<file path="config.mk">
export PLATFORM = sky130hd
export DESIGN_NAME = dump_vram_m
export DESIGN_NICKNAME = d
export VERILOG_FILES = /design/src/rtl/gpu_test_pkg.sv /design/src/rtl/dump_vram_fifo_m.sv /design/src/rtl/dump_vram_m.sv
export SDC_FILE = /design/constraint.sdc
export NUM_CORES = 1
export LEC_CHECK = 0
export CAP_MARGIN = 30
export CORE_MARGIN = 2
export CORE_UTILIZATION = 25
export DETAILED_ROUTE_END_ITERATION = 10
export GPL_TIMING_DRIVEN = 1
export PLACE_DENSITY_LB_ADDON = 0.2
export SETUP_SLACK_MARGIN = 0.3
export SLEW_MARGIN = 20
export SYNTH_ARGS = -nofsm -noshare
export SYNTH_HDL_FRONTEND = slang
export SYNTH_HIERARCHICAL = 1
export SYNTH_SLANG_ARGS = --single-unit
</file>
<file path="constraint.sdc">
create_clock -name clk -period 5.1 [get_ports clk]
set_input_delay 1.275 -clock clk [delete_from_list [all_inputs] [get_ports clk]]
set_output_delay 1.275 -clock clk [all_outputs]
set_load 0.01 [all_outputs]
</file>
<file path="src/rtl/gpu_test_pkg.sv">
// Shared types for the VRAM dump engine: sweep states and FIFO entry layout.
// VRAM geometry mirrors the GPU parameters so the dump covers the whole array.
package gpu_test_pkg;

    localparam int unsigned VRAM_SIZE       = 2304;
    localparam int unsigned VRAM_ADDR_WIDTH = 12;

    typedef enum logic [1:0] {
        IDLE  = 2'd0,
        ISSUE = 2'd1,
        DRAIN = 2'd2
    } dump_state_t;

    typedef struct packed {
        logic [7:0]                 data;
        logic [VRAM_ADDR_WIDTH-1:0] addr;
        logic                       last;
    } dump_entry_t;

endpackage

</file>
<file path="src/rtl/dump_vram_fifo_m.sv">
// Synchronous power-of-two FIFO of dump entries with an occupancy count.
// Storage is cleared on reset so the head reads as zero while idle.
module dump_vram_fifo_m
    import gpu_test_pkg::*;
#(
    parameter int unsigned DEPTH = 4
) (
    input  logic                       clk,
    input  logic                       rst,
    input  logic                       i_push,
    input  dump_entry_t                i_data,
    input  logic                       i_pop,
    output dump_entry_t                o_head,
    output logic [$clog2(DEPTH+1)-1:0] o_count,
    output logic                       o_empty
);
    localparam int unsigned PTR_W = (DEPTH > 1) ? $clog2(DEPTH) : 1;
    localparam int unsigned CNT_W = $clog2(DEPTH + 1);

    dump_entry_t      r_mem [DEPTH];
    logic [PTR_W-1:0] r_wr_ptr;
    logic [PTR_W-1:0] r_rd_ptr;
    logic [CNT_W-1:0] r_count;

    always_ff @(posedge clk) begin
        if (rst) begin
            for (int i = 0; i < DEPTH; i++) begin
                r_mem[i] <= '0;
            end
            r_wr_ptr <= '0;
            r_rd_ptr <= '0;
            r_count  <= '0;
        end else begin
            if (i_push) begin
                r_mem[r_wr_ptr] <= i_data;
                r_wr_ptr        <= r_wr_ptr + PTR_W'(1);
            end
            if (i_pop) begin
                r_rd_ptr <= r_rd_ptr + PTR_W'(1);
            end
            r_count <= r_count + CNT_W'(i_push) - CNT_W'(i_pop);
        end
    end

    // Issue credit accounting must make a push into a full FIFO impossible.
    a_no_overflow: assert property (@(posedge clk) disable iff (rst)
        !(i_push && !i_pop && (r_count == CNT_W'(DEPTH))));

    assign o_head  = r_mem[r_rd_ptr];
    assign o_count = r_count;
    assign o_empty = (r_count == '0);

endmodule

</file>
<file path="src/rtl/dump_vram_m.sv">
// Sweeps VRAM 0..VRAM_SIZE-1 through the read port and streams each byte with
// its address over valid/ready, keeping a running 16-bit checksum.
module dump_vram_m
    import gpu_test_pkg::*;
#(
    parameter int unsigned READ_LATENCY = 1,
    parameter int unsigned FIFO_DEPTH   = 4
) (
    input  logic                       clk,
    input  logic                       rst,
    input  logic                       start,
    output logic [VRAM_ADDR_WIDTH-1:0] vram_address,
    output logic                       vram_read_enable,
    input  logic [7:0]                 vram_data,
    output logic                       out_valid,
    input  logic                       out_ready,
    output logic [7:0]                 out_data,
    output logic [VRAM_ADDR_WIDTH-1:0] out_address,
    output logic                       out_last,
    output logic                       in_progress,
    output logic                       done,
    output logic [15:0]                checksum
);
    localparam int unsigned   AW        = VRAM_ADDR_WIDTH;
    localparam int unsigned   CNT_W     = $clog2(FIFO_DEPTH + 1);
    localparam logic [AW-1:0] LAST_ADDR = AW'(VRAM_SIZE - 1);

    dump_state_t             r_state;
    logic [AW-1:0]           r_vram_address;
    logic [AW-1:0]           r_next_addr;
    logic                    r_read_enable;
    logic [CNT_W-1:0]        r_inflight;
    logic                    r_in_progress;
    logic                    r_done;
    logic [15:0]             r_checksum;
    logic [READ_LATENCY-1:0] r_pipe_valid;
    logic [AW-1:0]           r_pipe_addr [READ_LATENCY];

    logic [CNT_W-1:0] w_fifo_count;
    logic             w_fifo_empty;
    dump_entry_t      w_head;
    dump_entry_t      w_push_entry;
    logic             w_push;
    logic             w_pop;
    logic             w_room;
    logic             w_issue;

    // Credit check uses registered counts only; a same-cycle pop is not credited.
    assign w_room  = (32'(w_fifo_count) + 32'(r_inflight)) < FIFO_DEPTH;
    assign w_issue = ((r_state == IDLE) && start) || ((r_state == ISSUE) && w_room);
    assign w_pop   = !w_fifo_empty && out_ready;
    assign w_push  = r_pipe_valid[READ_LATENCY-1];

    assign w_push_entry.data = vram_data;
    assign w_push_entry.addr = r_pipe_addr[READ_LATENCY-1];
    assign w_push_entry.last = (r_pipe_addr[READ_LATENCY-1] == LAST_ADDR);

    // Read-tracking pipe: aligns each strobe's address with its returning data.
    always_ff @(posedge clk) begin
        if (rst) begin
            r_pipe_valid <= '0;
            for (int i = 0; i < READ_LATENCY; i++) begin
                r_pipe_addr[i] <= '0;
            end
        end else begin
            r_pipe_valid[0] <= r_read_enable;
            r_pipe_addr[0]  <= r_vram_address;
            for (int i = 1; i < READ_LATENCY; i++) begin
                r_pipe_valid[i] <= r_pipe_valid[i-1];
                r_pipe_addr[i]  <= r_pipe_addr[i-1];
            end
        end
    end

    always_ff @(posedge clk) begin
        if (rst) begin
            r_state        <= IDLE;
            r_vram_address <= '0;
            r_next_addr    <= '0;
            r_read_enable  <= 1'b0;
            r_inflight     <= '0;
            r_in_progress  <= 1'b0;
            r_done         <= 1'b0;
            r_checksum     <= '0;
        end else begin
            r_read_enable <= 1'b0;
            r_done        <= 1'b0;
            r_inflight    <= r_inflight + CNT_W'(w_issue) - CNT_W'(w_push);
            if (w_pop) begin
                r_checksum <= r_checksum + 16'(w_head.data);
            end
            case (r_state)
                IDLE: begin
                    if (start) begin
                        r_state        <= ISSUE;
                        r_in_progress  <= 1'b1;
                        r_checksum     <= '0;
                        r_vram_address <= '0;
                        r_next_addr    <= AW'(1);
                        r_read_enable  <= 1'b1;
                    end
                end
                ISSUE: begin
                    if (w_room) begin
                        r_vram_address <= r_next_addr;
                        r_next_addr    <= r_next_addr + AW'(1);
                        r_read_enable  <= 1'b1;
                        if (r_next_addr == LAST_ADDR) begin
                            r_state <= DRAIN;
                        end
                    end
                end
                DRAIN: begin
                    // Entries leave in address order, so popping the last one empties everything.
                    if (w_pop && w_head.last) begin
                        r_state       <= IDLE;
                        r_in_progress <= 1'b0;
                        r_done        <= 1'b1;
                    end
                end
                default: r_state <= IDLE;
            endcase
        end
    end

    dump_vram_fifo_m #(
        .DEPTH (FIFO_DEPTH)
    ) u_fifo (
        .clk     (clk),
        .rst     (rst),
        .i_push  (w_push),
        .i_data  (w_push_entry),
        .i_pop   (w_pop),
        .o_head  (w_head),
        .o_count (w_fifo_count),
        .o_empty (w_fifo_empty)
    );

    assign vram_address     = r_vram_address;
    assign vram_read_enable = r_read_enable;
    assign out_valid        = !w_fifo_empty;
    assign out_data         = w_head.data;
    assign out_address      = w_head.addr;
    assign out_last         = w_head.last;
    assign in_progress      = r_in_progress;
    assign done             = r_done;
    assign checksum         = r_checksum;

endmodule
</file>
== After elaboration in Yosys (flattened, before gate mapping) ==
Memory sizes are Yosys's and may differ from the RTL's. A register that Yosys moved wholly into a read port is not among the register bits.
Cells that the tools add are included.

* Magnitude comparators: 1
* Mux-type cells: 34
* Eq/ne operators: 8
* Reductions and logical operators: 16
* Add/sub/neg operators: 9
* Bitwise gates (word level): 1

{| class="wikitable"
|+ Operators with widths
! cell !! number
|-
| $mux 12 || 5
|-
| $mux 16 || 3
|-
| $pmux 12 s2 || 2
|-
| $eq 12x12->1 const B || 2
|-
| $mux 21 || 1
|-
| $reduce_or 21->1 || 1
|-
| $add 16x8->16 || 1
|-
| $mux 2 || 7
|-
| $mux 1 || 13
|-
| $add 12x1->12 const B || 1
|-
| $reduce_or 12->1 || 1
|-
| $add 3x1->3 || 2
|-
| $ne 2x2->1 const B || 3
|-
| $pmux 2 s3 || 1
|-
| $reduce_and 3->1 || 2
|-
| $sub 3x1->3 || 2
|-
| $add 2x1->2 const B || 2
|-
| $add 3x3->4 || 1
|-
| $logic_and 1x1->1 || 4
|-
| $lt 4x3->1 const B || 1
|-
| $pmux 1 s2 || 2
|-
| $reduce_and 4->1 || 1
|-
| $reduce_bool 2->1 || 2
|-
| $logic_not 3->1 || 1
|-
| other kinds (8) || 8
|}

* Output and inout bits: 53
* Memory bits (writable): 96
* Register bits after elaboration: 56
* Logic and storage cells: 83
* Memories kept: 2

{| class="wikitable"
|+ Memories
! memory !! words !! bits a word !! read ports !! clocked after Yosys merged registers in !! wr ports !! line !! RTL
|-
| u_fifo.r_mem || 4 || 21 || 1 || 1 || 4 || dump_vram_fifo_m.sv:20 || <nowiki>dump_entry_t r_mem [DEPTH];</nowiki>
|-
| r_pipe_addr || 1 || 12 || 1 || 0 || 1 || dump_vram_m.sv:37 || <nowiki>logic [AW-1:0] r_pipe_addr [READ_LATENCY];</nowiki>
|}

== Longest topological paths before layout ==
* Depth in word-level cells: 6
* Gate-level depth with buffers: 11
* Gate-level depth less buffers: 10

== By module ==
Netlist, hierarchy kept.

{| class="wikitable"
|+ By module, submodules not included
! module !! instances !! cells each !! area each (sq um)
|-
| dump_vram_fifo_m || 1 || 246 || 4070.2
|-
| dump_vram_m || 1 || 338 || 2975.4
|}

== Worst setup path before layout ==
No wires, ideal clock.

* Path type: input to register
* Start: input port out_ready
* End: register u_fifo.r_count[2], in the netlist u_fifo/o_count[2]
* Slack: 1.997 ns
* Cell stages on the path: 10
* Arrival time: 3.038 ns
* Path through: nand2b_1 buf_2 inv_1 buf_2 ha_1 inv_1 ha_1 fa_1 xor3_1 nor2_1

* Cells in the longest elaborated chain, start to end: 2

{| class="wikitable"
|+ RTL lines
! item !! line !! RTL
|-
| start: declaration || dump_vram_m.sv:16 || <nowiki>input logic out_ready,</nowiki>
|-
| $logic_and 1x1->1 || dump_vram_m.sv:51 || <nowiki>assign w_pop = !w_fifo_empty && out_ready;</nowiki>
|-
| named net w_pop || dump_vram_m.sv:44 || <nowiki>logic w_pop;</nowiki>
|-
| $sub 3x1->3 || dump_vram_fifo_m.sv:41 || <nowiki>r_count <= r_count + CNT_W'(i_push) - CNT_W'(i_pop);</nowiki>
|-
| end signal: assignment || dump_vram_fifo_m.sv:41 ||
|-
| end: declaration || dump_vram_fifo_m.sv:23 || <nowiki>logic [CNT_W-1:0] r_count;</nowiki>
|}

The timed path passes the listed nets, and every way through them passes these cells.
A chain may end at the register's enable or synchronous reset.

==> impl_metrics.json <==
{
  "cp_data_arrival_time_ps": 2730,
  "synth_common_cells": "84 x edfxtp_1, 72 x and2_1, 70 x dfxtp_1, 38 x nand2_1, 34 x o21ai_0",
  "h-tree-depth": 4,
  "use_met2_pct": 20.3,
  "fin_setup_tns_ps": 0,
  "cts_sinks": 154,
  "cts.path.max_buffers": 2,
  "fin_crit_sh_pct": 78.5,
  "grt_usage_pct": 12.5,
  "cts_tree": "built",
  "ctsHoldBuffers": 0,
  "hp-class": "register to register",
  "synth_top_area_cell": "edfxtp_1",
  "firstDrtPassIters": 5,
  "clk-insertion-delay-late_ps": 420,
  "wire_per_inst_um": 17.1,
  "grt_pass1_wl_mm": 27.9,
  "fmax_mhz": 250,
  "syn-cell-area_um2": 7050,
  "post-dp-hpwl_mm": 11.6,
  "regArea_um2": 3920,
  "ir_worst_vdd_mv": 0.230,
  "antenna_found_initial": 0,
  "p_per_area_nw_per_um2": 399,
  "post_cts_buffers": 0,
  "status": "complete, no violations",
  "synth_top_area_share_pct": 35.8,
  "root_buffer": "clkbuf_16",
  "synth-main-ff-cell": "edfxtp_1",
  "routed_via_density": 4.57,
  "slew-limit-headroom_pct": 47.9,
  "multiInputGateArea_um2": 2910,
  "fillers": 2830,
  "detailed_place.area_um2": 8080,
  "grt_max_degree": 35,
  "grt_pass1_vias": 4852,
  "die-area_um2": 29500,
  "vias": 4727,
  "initial_core_util_pct": 25.4,
  "period_needed_ps": 4000,
  "drtIter0Drc": 328,
  "cts.reportedPaths.clkPinSlew_ps": 60,
  "skew_ps": 8.00,
  "fin_nets": 673,
  "io_pins": 65,
  "portBuffers": 64,
  "rsz0062_at_grt": "false",
  "slew_violations": 0,
  "core-area_um2": 27800,
  "power_mw": 3.44,
  "syn_avg_cell_area_um2": 12.1,
  "static-leakage-power_nw": 3.01,
  "area.growth.synth_to_final_pct": 22.7,
  "synth.most_common_cell": "edfxtp_1",
  "drive_above_1_share_pct": 14.2,
  "die_y_um": 172,
  "antenna-diode-count": 0,
  "hold_viol_final": 0,
  "worstPathRequired_ps": 3830,
  "synthCells": 584,
  "yosys.cell_types.count": 58,
  "async_reset_ff_share_pct": 0,
  "cts.repair.resized": 0,
  "critical_path_class": "register to output port",
  "ys_ff_latch": 154,
  "dp.cells": 1002,
  "synth_edf_count": 84,
  "overflow": 0,
  "die_w_um": 172,
  "rows": 61,
  "tightest_slew_ps": 782,
  "ant_nets": 0,
  "place_congestion": 0.769,
  "drc": 0,
  "busiest_layer": "met2",
  "setup_violations": 0,
  "synthesis.nets": 614,
  "stdcell_area_um2": 8640,
  "ys_top_cells_by_area": "edfxtp_1 36%, dfxtp_1 20%, mux4_2 6.7%",
  "final_cells": 1034,
  "drt_wl_total_mm": 17.7,
  "cp-end-kind": "output port",
  "gr-usage-met1_pct": 16.9,
  "critPathMaxFanout": 12,
  "grt_use_met3_pct": 3.18,
  "cts_buffers": 17,
  "maxCapViolCount": 0,
  "yosys_warnings": 6,
  "cp-start-kind": "register",
  "seq_area_frac_synth_pct": 55.7
}
-- power by group --
| group | internal [mW] | total [mW] | leakage, nW | switching, mW |
|---|---|---|---|---|
| clock | 0.681 | 1.22 | 0.270 | 0.536 |
| sequential | 1.38 | 1.46 | 1.44 | 0.0723 |
| combinational | 0.382 | 0.772 | 1.30 | 0.389 |
-- registers in the layout, indices dropped and copies added (netlist names), named ones only --
signal            cells
vram_read_enable      1
u_fifo/r_wr_ptr       2
u_fifo/r_rd_ptr       2
u_fifo/o_count        3
done                  1
checksum             16
r_pipe_valid          1
vram_address         12
u_fifo/r_mem         84
in_progress           1
r_pipe_addr          12
r_state               2
r_inflight            3
r_next_addr          12
-- worst max-delay path, stage by stage (launching register included) --
cell and delay, ps:
dfxtp_1 760, buf_4 410, mux4_2 620, clkdlybuf4s50_1 510
-- routing by layer --
layer  vias up  share of wire, %
met1      2338                47
met4         0              0.91
met3        12               4.7
li1       2261                 -
met5         -                 0
met2       116                47
-- final timing paths --
| check | startpoint | end | slack [ps] | cells past startpoint |
|---|---|---|---|---|
| worst max-delay path | register | out_data[1] | 1100 | 3 |
| worst min-delay path | vram_read_enable | r_pipe_valid | 470 | 1 |
| worst max register to register | register | checksum[9] | 1680 | 7 |
| worst min register to register | vram_read_enable | r_pipe_valid | 470 | 1 |
-- through the flow --
stage,utilization (%),hold WS [ps],worst slack [ps]
after global placement,29.1,465,1280
after global routing,31.1,490,908
final,31.1,465,1100
after floorplan,-,455,2000
after detailed placement,29.1,457,1210
after CTS,31.1,470,1020
-- cell type report --
class / count / area share, %
repair buffers: 75 / 8.31
multi-input cells: 382 / 33.7
flip-flops and latches: 154 / 45.4
well taps: 378 / 5.47
inverters: 13 / 0.565
clock inverters: 15 / 1.65
clock buffers: 17 / 4.92
-- cell families (layout without fill, tap and decap cells) --
| group | after synthesis | in the layout | share of synthesized area [%] |
|---|---|---|---|
| buf+inv | 48 | 120 | 3.04 |
| fa+ha+maj | 18 | 18 | 3.52 |
| mux | 28 | 28 | 7.71 |
| xor+xnor | 10 | 10 | 1.46 |
| simple gates | 231 | 231 | 19.8 |
| flops | 154 | 154 | 55.7 |
| compound gates | 95 | 95 | 8.76 |
-- placed cells by master, fill, tap and decap left out, types with 7 or more instances in the layout --
| master | n |
|---|---|
| or4_1 | 8 |
| and2_2 | 14 |
| dfxtp_1 | 70 |
| mux4_2 | 21 |
| nor2_1 | 11 |
| buf_4 | 11 |
| ha_1 | 15 |
| clkbuf_16 | 17 |
| edfxtp_1 | 84 |
| nand4_1 | 9 |
| nand2_1 | 38 |
| nand3_1 | 16 |
| inv_1 | 13 |
| o21ai_0 | 34 |
| or3_1 | 14 |
| clkdlybuf4s50_1 | 63 |
| a21oi_1 | 18 |
| o31ai_1 | 12 |
| nor2b_1 | 19 |
| and2_1 | 72 |
| mux2i_1 | 7 |
No activity file was read; power rests on OpenSTA's default activity.
